--- config.mk ---
export PLATFORM = sky130hd
export DESIGN_NAME = game_ctrl
export DESIGN_NICKNAME = d
export VERILOG_FILES = /design/src/rtl/game_pkg.sv /design/src/rtl/bcd_cnt2.sv /design/src/rtl/game_ctrl.sv
export SDC_FILE = /design/constraint.sdc
export NUM_CORES = 1
export LEC_CHECK = 0
export CAP_MARGIN = 20
export CORE_ASPECT_RATIO = 0.6
export CORE_MARGIN = 2
export CORE_UTILIZATION = 40
export DETAILED_ROUTE_END_ITERATION = 10
export PLACE_DENSITY_LB_ADDON = 0.15
export RECOVER_POWER = 50
export SLEW_MARGIN = 20
export SYNTH_ARGS = -nofsm -noshare
export SYNTH_HDL_FRONTEND = slang
export SYNTH_SLANG_ARGS = --single-unit
--- constraint.sdc ---
create_clock -name clk_d -period 2.6 [get_ports clk_d]
set_input_delay 0.26 -clock clk_d [delete_from_list [all_inputs] [get_ports clk_d]]
set_output_delay 0.26 -clock clk_d [all_outputs]
set_load 0.03 [all_outputs]
--- src/rtl/game_pkg.sv ---
// Shared encodings for the sliding-block game: board status, one-hot move codes
// and the BCD helpers used by the control counters.
package game_pkg;

  typedef enum logic [1:0] {
    CHOSE_BOARD  = 2'b00,
    GAMING       = 2'b01,
    GAME_INITIAL = 2'b10,
    WINNED       = 2'b11
  } game_status_t;

  localparam logic [3:0] ACT_LEFT  = 4'b1000;
  localparam logic [3:0] ACT_DOWN  = 4'b0100;
  localparam logic [3:0] ACT_RIGHT = 4'b0010;
  localparam logic [3:0] ACT_UP    = 4'b0001;

  // Two-digit BCD increment that sticks at 99.
  function automatic logic [7:0] bcd_inc(input logic [7:0] v);
    if (v >= 8'h99) return v;
    if (v[3:0] >= 4'd9) return {v[7:4] + 4'd1, 4'd0};
    return {v[7:4], v[3:0] + 4'd1};
  endfunction

  function automatic logic [7:0] bin2bcd(input int v);
    int c;
    c = (v > 99) ? 99 : v;
    return {4'(c / 10), 4'(c % 10)};
  endfunction

endpackage

--- src/rtl/bcd_cnt2.sv ---
// Two-digit BCD counter with synchronous clear and increment, saturating at 99.
module bcd_cnt2
  import game_pkg::*;
(
  input  logic       clk,
  input  logic       rst,
  input  logic       clr,
  input  logic       inc,
  output logic [7:0] cnt
);

  always_ff @(posedge clk) begin
    if (!rst)     cnt <= '0;
    else if (clr) cnt <= '0;
    else if (inc) cnt <= bcd_inc(cnt);
  end

endmodule

--- src/rtl/game_ctrl.sv ---
// Game sequencer: conditions button/switch inputs, walks the board through
// selection, initial placement, play and finish, and keeps move/second counts.
module game_ctrl
  import game_pkg::*;
#(
  parameter int TICK_DIV   = 1000,
  parameter int TIME_LIMIT = 60,
  parameter int SETTLE     = 3
) (
  input  logic        clk_d,
  input  logic        rst,
  input  logic [3:0]  btn,
  input  logic        start,
  input  logic        restart,
  input  logic        ini_flag,
  input  logic        win_flag,
  input  logic [11:0] out_game,
  output logic [1:0]  game_status,
  output logic [3:0]  act,
  output logic [7:0]  move_cnt,
  output logic [7:0]  sec_cnt,
  output logic        timeout,
  output logic        busy
);

  localparam int PW = $clog2(TICK_DIV);
  localparam int SW = (SETTLE > 1) ? $clog2(SETTLE) : 1;
  localparam logic [PW-1:0] PRE_LAST    = PW'(TICK_DIV - 1);
  localparam logic [SW-1:0] SETTLE_LAST = SW'(SETTLE - 1);
  localparam logic [7:0]    LIMIT_BCD   = bin2bcd(TIME_LIMIT);

  logic [5:0]   raw_p0, raw_p1, raw_p2, rise;
  logic [3:0]   btn_rise, act_code;
  logic         start_rise, restart_rise;
  game_status_t state, state_nx;
  logic         win_hit, time_hit, time_up, stay_play, issue, accept, tick;
  logic         init_min, ini_seen;
  logic [PW-1:0] pre;
  logic [SW-1:0] settle_cnt;
  logic [11:0]  snap;

  // Stage p0/p1: two-flop synchroniser; p2 holds the previous level for edge detection
  always_ff @(posedge clk_d) begin
    if (!rst) begin
      raw_p0 <= '0;
      raw_p1 <= '0;
      raw_p2 <= '0;
    end else begin
      raw_p0 <= {restart, start, btn};
      raw_p1 <= raw_p0;
      raw_p2 <= raw_p1;
    end
  end

  assign rise         = raw_p1 & ~raw_p2;
  assign btn_rise     = rise[3:0];
  assign start_rise   = rise[4];
  assign restart_rise = rise[5];

  assign time_up = (TIME_LIMIT != 0) && (sec_cnt == LIMIT_BCD);

  always_ff @(posedge clk_d) begin
    if (!rst) state <= CHOSE_BOARD;
    else      state <= state_nx;
  end

  always_comb begin
    state_nx = state;
    win_hit  = 1'b0;
    time_hit = 1'b0;
    case (state)
      CHOSE_BOARD:  if (start_rise && !restart_rise) state_nx = GAME_INITIAL;
      GAME_INITIAL: begin
        if (restart_rise)                          state_nx = CHOSE_BOARD;
        else if (init_min && (ini_flag || ini_seen)) state_nx = GAMING;
      end
      GAMING: begin
        if (restart_rise) begin
          state_nx = CHOSE_BOARD;
        end else if (!busy && win_flag) begin
          state_nx = WINNED;
          win_hit  = 1'b1;
        end else if (time_up) begin
          state_nx = WINNED;
          time_hit = 1'b1;
        end
      end
      default:      if (restart_rise) state_nx = CHOSE_BOARD;
    endcase
  end

  // Button bits already line up with the act codes; anything not one-hot is dropped.
  always_comb begin
    case (btn_rise)
      ACT_LEFT, ACT_DOWN, ACT_RIGHT, ACT_UP: act_code = btn_rise;
      default:                               act_code = '0;
    endcase
  end

  assign stay_play = (state == GAMING) && (state_nx == GAMING);
  assign issue     = stay_play && !busy && (act_code != '0);
  assign accept    = stay_play && busy && (settle_cnt == SETTLE_LAST) && (out_game != snap);
  assign tick      = stay_play && (pre == PRE_LAST);

  always_ff @(posedge clk_d) begin
    if (!rst) begin
      init_min <= 1'b0;
      ini_seen <= 1'b0;
    end else if (state != GAME_INITIAL) begin
      init_min <= 1'b0;
      ini_seen <= 1'b0;
    end else begin
      init_min <= 1'b1;
      ini_seen <= ini_seen | ini_flag;
    end
  end

  // Stage: move issue and settle window
  always_ff @(posedge clk_d) begin
    if (!rst) begin
      act        <= '0;
      busy       <= 1'b0;
      settle_cnt <= '0;
    end else begin
      act <= issue ? act_code : '0;
      if (!stay_play) begin
        busy       <= 1'b0;
        settle_cnt <= '0;
      end else if (issue) begin
        busy       <= 1'b1;
        settle_cnt <= '0;
      end else if (busy) begin
        if (settle_cnt == SETTLE_LAST) begin
          busy       <= 1'b0;
          settle_cnt <= '0;
        end else begin
          settle_cnt <= settle_cnt + 1'b1;
        end
      end
    end
  end

  always_ff @(posedge clk_d) begin
    if (issue) snap <= out_game;
  end

  always_ff @(posedge clk_d) begin
    if (!rst)                  pre <= '0;
    else if (!stay_play || tick) pre <= '0;
    else                       pre <= pre + 1'b1;
  end

  always_ff @(posedge clk_d) begin
    if (!rst)                          timeout <= 1'b0;
    else if (state_nx == CHOSE_BOARD)  timeout <= 1'b0;
    else if (time_hit)                 timeout <= 1'b1;
    else if (win_hit)                  timeout <= 1'b0;
  end

  bcd_cnt2 u_move_cnt (
    .clk (clk_d),
    .rst (rst),
    .clr (state_nx == CHOSE_BOARD),
    .inc (accept),
    .cnt (move_cnt)
  );

  bcd_cnt2 u_sec_cnt (
    .clk (clk_d),
    .rst (rst),
    .clr (state_nx == CHOSE_BOARD),
    .inc (tick),
    .cnt (sec_cnt)
  );

  assign game_status = state;

endmodule

==> impl_metrics.ini, run 1 <==
[clocking]
htreeDepth = 3
clk_path_buf_depth = 2
cts_root_buffer = clkbuf_16
cts_buffers = 9
clk_latency_ns = 0.33
cts.sinks = 68
cts_tree = done
cts-resized-gates = 0
ctsHoldBuffers = 0
cts_setup_buffers = 0
clk_pin_slew_worst_paths_ns = 0.05

[floorplanning]
die-width_um = 113.4
initial_core_util_pct = 42.10
die_area_mm2 = 0.007895
num_rows = 23
ios = 46
core_area_mm2 = 0.006820
die_y_um = 69.63

[yosys]
synth_area_mm2 = 0.002872
synth_edf_count = 12
synthTopCellsByArea = dfxtp_1 (39%), edfxtp_1 (13%), ha_1 (5.2%), and2_1 (4.4%), xor2_1 (4.3%)
ys.flop_type = dfxtp_1
synth_nets = 317
synth_warnings = 0
ys_ff_latch = 68
ys_types = 50
avgSynthCellArea_um2 = 10.15
async_flop_share_pct = 0
yosysTopAreaCell = dfxtp_1
seq_area_frac_synth_pct = 51.59
yosys.area.top_type_share_pct = 39.04
synthCells = 283

[min_path]
min_path_type = flop to flop
whs_endpoint = raw_p1[1]$_SDFF_PN0_
min_path_cells = 1
hp-start = raw_p0[1]$_SDFF_PN0_

[finish]
layout.cells.most_common = dfxtp_1
layoutNonFillerInstCount = 434
drive_gt1_share_pct = 8.069
final_nets = 376
fillers = 605
multiInputGateArea_mm2 = 0.001325
fin_area_mm2 = 0.003791
syn_to_final_growth_pct = 32.03
final_cell_mix = dfxtp_1 (56), dlygate4sd3_1 (28), nor2_1 (21)
diodes = 0
regArea_mm2 = 0.001481

[place]
post-place-cells = 418
place_area_mm2 = 0.003463
port-buffer-count = 45
gp_congestion = 0.7829
dp_hpwl_um = 4028
pre_cts_ws_ns = 0.1422

[sta]
setup_tns_ns = 0
relSlewSlack_pct = 48.47
worst_slew_pin_slew_ns = 0.7730
setup_viol = 0
finalMaxSlewViolations = 0
skew_ns = 0.004457
fmax_mhz = 401.7
finalHoldViolCount = 0
fin_ws_ns = 0.1105
post-route-period-util_pct = 95.75
fin_crit_ns = 2.489
rsz0062_at_grt = false

[setup_path]
reg2reg_depth = 7
required_ns = 2.87
arrival_ns = 2.76
start_kind = flop
cp_max_fo = 12
regToRegSetupSlack_ns = 0.11
r2r-start = u_sec_cnt.cnt[0]$_SDFFE_PP0P_
cp-end-kind = flop
r2r-end = u_sec_cnt.cnt[1]$_SDFFE_PP0P_
criticalPathCategory = flop to flop

[power]
p_total_mw = 2.504
powerDensity_mw_per_mm2 = 660.6
p_leak_nw = 1.471
ir_drop_uv = 429.4

[detailed_routing]
drc = 0
viasPerCell = 4.894
first_pass_iters = 4
antenna_left = 0
drt_first_iter_violations = 119
wl_per_cell_um = 12.58
vias = 2124
totalWireLength_um = 5461

[global_routing]
antenna_found_initial = 0
grt_pass1_wl_um = 9425
grt_max_degree = 25
grt_pass1_vias = 1908
grt-ovfl-total = 0
grt_util_all_layers_pct = 15.23

[run]
max_cap_viol_count = 0

[status]
status = complete, no violations
[worst max path at each step]
stage                                   from                             to  cells after the start  slack (ns)
6_report       u_sec_cnt.cnt[0]$_SDFFE_PP0P_  u_sec_cnt.cnt[1]$_SDFFE_PP0P_                      7        0.11
5_1_grt        u_sec_cnt.cnt[0]$_SDFFE_PP0P_  u_sec_cnt.cnt[1]$_SDFFE_PP0P_                      7       0.005
4_1_cts        u_sec_cnt.cnt[1]$_SDFFE_PP0P_  u_sec_cnt.cnt[1]$_SDFFE_PP0P_                      7        0.12
3_5_place_dp   u_sec_cnt.cnt[1]$_SDFFE_PP0P_  u_sec_cnt.cnt[1]$_SDFFE_PP0P_                      7        0.14
3_3_place_gp   u_sec_cnt.cnt[1]$_SDFFE_PP0P_  u_sec_cnt.cnt[1]$_SDFFE_PP0P_                      7        0.19
2_1_floorplan  u_sec_cnt.cnt[1]$_SDFFE_PP0P_  u_sec_cnt.cnt[1]$_SDFFE_PP0P_                      7        0.04
[per-layer routing]
metal | up-vias | global-route usage [%] | part of all wire (%)
met5 | - | 0 | 0
li1 | 1120 | - | -
met1 | 945 | 23.22 | 57
met2 | 51 | 18.43 | 36
met4 | 0 | 4.472 | 1.2
met3 | 8 | 7.168 | 6.2
[layout make-up]
class	instances	share of cell area, %
Sequential cell	68	39.08
Inverter	10	0.9901
Multi-Input combinational cell	200	34.95
Tap cell	87	2.871
Clock buffer	11	6.700
Clock inverter	5	2.145
Timing Repair Buffer	53	13.27
[stage by stage]
stage	utilization, %	hold slack [ns]
floorplan	-	0.3589
global placement	50.78	0.4115
detailed placement	50.78	0.4165
CTS	55.70	0.4320
global route	55.59	0.4404
finish	55.59	0.4311
[synthesized netlist by cell type, types with 2 or more instances]
cell	number
or3b_1	2
nand4_1	7
nand4b_1	2
edfxtp_1	12
xor2_1	14
and2_1	20
nor4_1	4
and3_1	5
nor2_1	21
or2b_2	2
nand2b_1	6
nor2b_1	3
o21ai_0	8
xnor2_1	6
o21ai_1	6
or3_1	4
and3b_1	2
inv_1	10
ha_1	12
nand3_1	11
nor3b_1	2
nand2_1	19
or4_1	2
clkbuf_1	3
dfxtp_1	56
mux2i_1	2
a21oi_1	11
nor3_1	5
o211a_1	3
o31ai_1	2
and2b_2	2
[power by group]
group / internal [mW] / total, mW / switching [mW]
logic: 0.0465 / 0.0835 / 0.0370
registers: 1.08 / 1.09 / 0.00464
clock network: 0.898 / 1.33 / 0.434
total: 2.03 / 2.50 / 0.475
[sequential cells by signal, indices dropped and copies added (netlist names)]
signal and cells:
act 4, settle_cnt 2, busy 1, snap 12, timeout 1, pre 10
raw_p0 6, game_status 2, u_move_cnt.cnt 8, ini_seen 1, init_min 1, u_sec_cnt.cnt 8
raw_p2 6, raw_p1 6
[critical path, cell delays in order (launching register included)]
cell and delay [ns]:
dfxtp_1 0.32, inv_1 0.07, ha_1 0.16, or3b_4 0.38, a311o_1 0.36, a2111o_1 0.57
or3b_1 0.42, a21oi_2 0.13
[kinds of logic after synthesis]
| logic type | Yosys count | synth area share (%) |
|---|---|---|
| multiplexers | 2 | 0.6972 |
| AND/OR/NAND/NOR | 123 | 24.05 |
| XOR/XNOR | 20 | 6.100 |
| adder cells (fa/ha/maj) | 12 | 5.229 |
| AO/OA/AOI/OAI | 43 | 10.07 |
| flip-flops | 68 | 51.59 |
| buffers and inverters | 15 | 2.266 |
(Power assumes the default switching activity.)
==> inputs of run 2 (changes only) <==
--- a/config.mk
+++ b/config.mk
@@ -8,10 +8,12 @@
 export CAP_MARGIN = 20
 export CORE_ASPECT_RATIO = 0.6
 export CORE_MARGIN = 2
-export CORE_UTILIZATION = 40
+export CORE_UTILIZATION = 60
 export DETAILED_ROUTE_END_ITERATION = 10
+export DONT_BUFFER_PORTS = 1
 export PLACE_DENSITY_LB_ADDON = 0.15
 export RECOVER_POWER = 50
+export SKIP_LAST_GASP = 1
 export SLEW_MARGIN = 20
 export SYNTH_ARGS = -nofsm -noshare
 export SYNTH_HDL_FRONTEND = slang
==> run 2 against run 1 <==
Compared with the run above:
- flip-flop and latch count is the same
- clock power fell by 37%
- final cell count fell by 12%
- highest routed layer unchanged
- largest power group is now sequential cells
- clock skew rose by 0.0050 ns
==> impl_metrics.ini, run 2 (synthesized netlist as in run 1, its figures left out) <==
[sta]
worst_slew_pin_slew_ns = 0.6055
fin_ws_ns = 0.1688
fin_crit_ns = 2.431
skew_ns = 0.009492
rsz0062_at_grt = false
relSlewSlack_pct = 59.63
finalHoldViolCount = 0
setup_viol = 0
fmax_mhz = 411.3
post-route-period-util_pct = 93.51
setup_tns_ns = 0
finalMaxSlewViolations = 0

[setup_path]
r2r-end = u_sec_cnt.cnt[1]$_SDFFE_PP0P_
cp-end-kind = flop
cp.depth = 7
crit_chain = inv_1 -> ha_1 -> or3b_4 -> a311o_1 -> a2111o_1 -> or3b_1 -> a21oi_2
r2r-start = u_sec_cnt.cnt[1]$_SDFFE_PP0P_
cp_max_fo = 12
cp_slowest_cell = a2111o_1
start_kind = flop
required_ns = 2.87
max_stage_delay_ns = 0.51
path_buf_inv = 1
criticalPathCategory = flop to flop
arrival_ns = 2.70
reg2reg_depth = 7
regToRegSetupSlack_ns = 0.17
crit_family = compound AO/OA/AOI/OAI gates

[power]
powerDensity_mw_per_mm2 = 597.2
p_leak_nw = 1.238
ir_drop_uv = 516.8

[detailed_routing]
wl_per_cell_um = 14.28
antenna_left = 0
viasPerCell = 5.403
first_pass_iters = 4
totalWireLength_um = 5454
vias = 2064
drt_first_iter_violations = 128
drc = 0

[global_routing]
grt_max_degree = 26
antenna_found_initial = 0
grt_pass1_wl_um = 9045
grt_pass1_vias = 1978
grt-ovfl-total = 0
grt_util_all_layers_pct = 22.25

[clocking]
clk_latency_ns = 0.34
htreeDepth = 3
cts_tree = done
cts_root_buffer = clkbuf_8
cts_buffers = 9
clk_path_buf_depth = 2
cts_setup_buffers = 0
cts.sinks = 68
clk_pin_slew_worst_paths_ns = 0.08

[floorplanning]
num_rows = 19
die-width_um = 93.31
core_area_mm2 = 0.004588
die_area_mm2 = 0.005373
ios = 46
die_y_um = 57.59
initial_core_util_pct = 62.59

[min_path]
whs_endpoint = raw_p0[2]$_SDFF_PN0_
min_path_type = primary input to flop
min_path_cells = 1
hp-start = rst

[finish]
regArea_mm2 = 0.001481
multiInputGateArea_mm2 = 0.001330
drive_gt1_share_pct = 9.434
top_regs = snap (12), pre (10)
largest_reg_flops = 12
final_cell_mix = dfxtp_1 (56), nor2_1 (21), nand2_1 (19)
syn_to_final_growth_pct = 15.51
fillers = 343
final_nets = 347
layout.cells.most_common = dfxtp_1
largest-register = snap

[place]
pre_cts_ws_ns = 0.1412
dp_hpwl_um = 3848
port-buffer-count = 0
gp_congestion = 0.8634

[run]
max_cap_viol_count = 0

[status]
status = complete, no violations
## run 2: cell types whose count changed in the layout (fill, tap and decap cells not counted), sizes merged
cell	change
bufinv	-2
clkbuf	+3
clkdlybuf4s50	-17
clkinv	-1
clkinvlp	+1
diode	+1
dlygate4sd3	-16
inv	+3
## run 2: layout make-up
| type | instances | share of cell area, % |
|---|---|---|
| diodes | 1 | 0.07544 |
| clock buffers | 10 | 4.489 |
| clock inverters | 6 | 1.509 |
| inverters | 10 | 1.132 |
| multi-input cells | 200 | 40.10 |
| flip-flops and latches | 68 | 44.66 |
| well taps | 63 | 2.376 |
| repair buffers | 24 | 5.658 |
## run 2: layer usage
layer	wire length [µm]	share of wire, %	track usage [%]	vias to the layer above
met5	0	0	0	-
met2	2311	42	32.48	60
met1	2656	49	29.92	922
li1	-	-	-	1071
met4	83	1.5	8.403	0
met3	402	7.4	8.983	11
## run 2: how the worst max path moves through the flow
stage / endpoint / from / slack (ns)
after CTS: u_sec_cnt.cnt[1]$_SDFFE_PP0P_ / u_sec_cnt.cnt[1]$_SDFFE_PP0P_ / 0.12
after global placement: u_sec_cnt.cnt[1]$_SDFFE_PP0P_ / u_sec_cnt.cnt[1]$_SDFFE_PP0P_ / 0.20
final: u_sec_cnt.cnt[1]$_SDFFE_PP0P_ / u_sec_cnt.cnt[1]$_SDFFE_PP0P_ / 0.17
after floorplan: u_sec_cnt.cnt[1]$_SDFFE_PP0P_ / u_sec_cnt.cnt[1]$_SDFFE_PP0P_ / 0.04
after global routing: u_sec_cnt.cnt[6]$_SDFFE_PP0P_ / u_sec_cnt.cnt[1]$_SDFFE_PP0P_ / 0.05
after detailed placement: u_sec_cnt.cnt[1]$_SDFFE_PP0P_ / u_sec_cnt.cnt[1]$_SDFFE_PP0P_ / 0.14
## run 2: power breakdown
part           switching [mW]  internal [mW]
Sequential            0.00631           1.08
Combinational          0.0257         0.0337
Clock                   0.416          0.417
Total                   0.448           1.53
## run 2: through the flow
stage | instances | util (%) | hold WS, ns | instance area [µm²] | total power, mW
global route | 381 | 72.24 | 0.01512 | 3314 | 2.063
floorplan | 283 | - | 0.3589 | 2872 | 1.149
detailed placement | 353 | 65.78 | 0.3590 | 3018 | 1.158
global placement | 353 | 65.78 | 0.3590 | 3018 | 1.156
finish | 382 | 72.29 | 0.03632 | 3317 | 1.981
CTS | 381 | 72.73 | 0.02026 | 3337 | 2.005
## run 2: timing repair
| item | in CTS | in global routing |
|---|---|---|
| setup endpoints to repair | 0 | 1 |
| hold endpoints to repair | 12 | 0 |
| resized for setup | 0 | 0 |
| hold buffers | 12 | 0 |
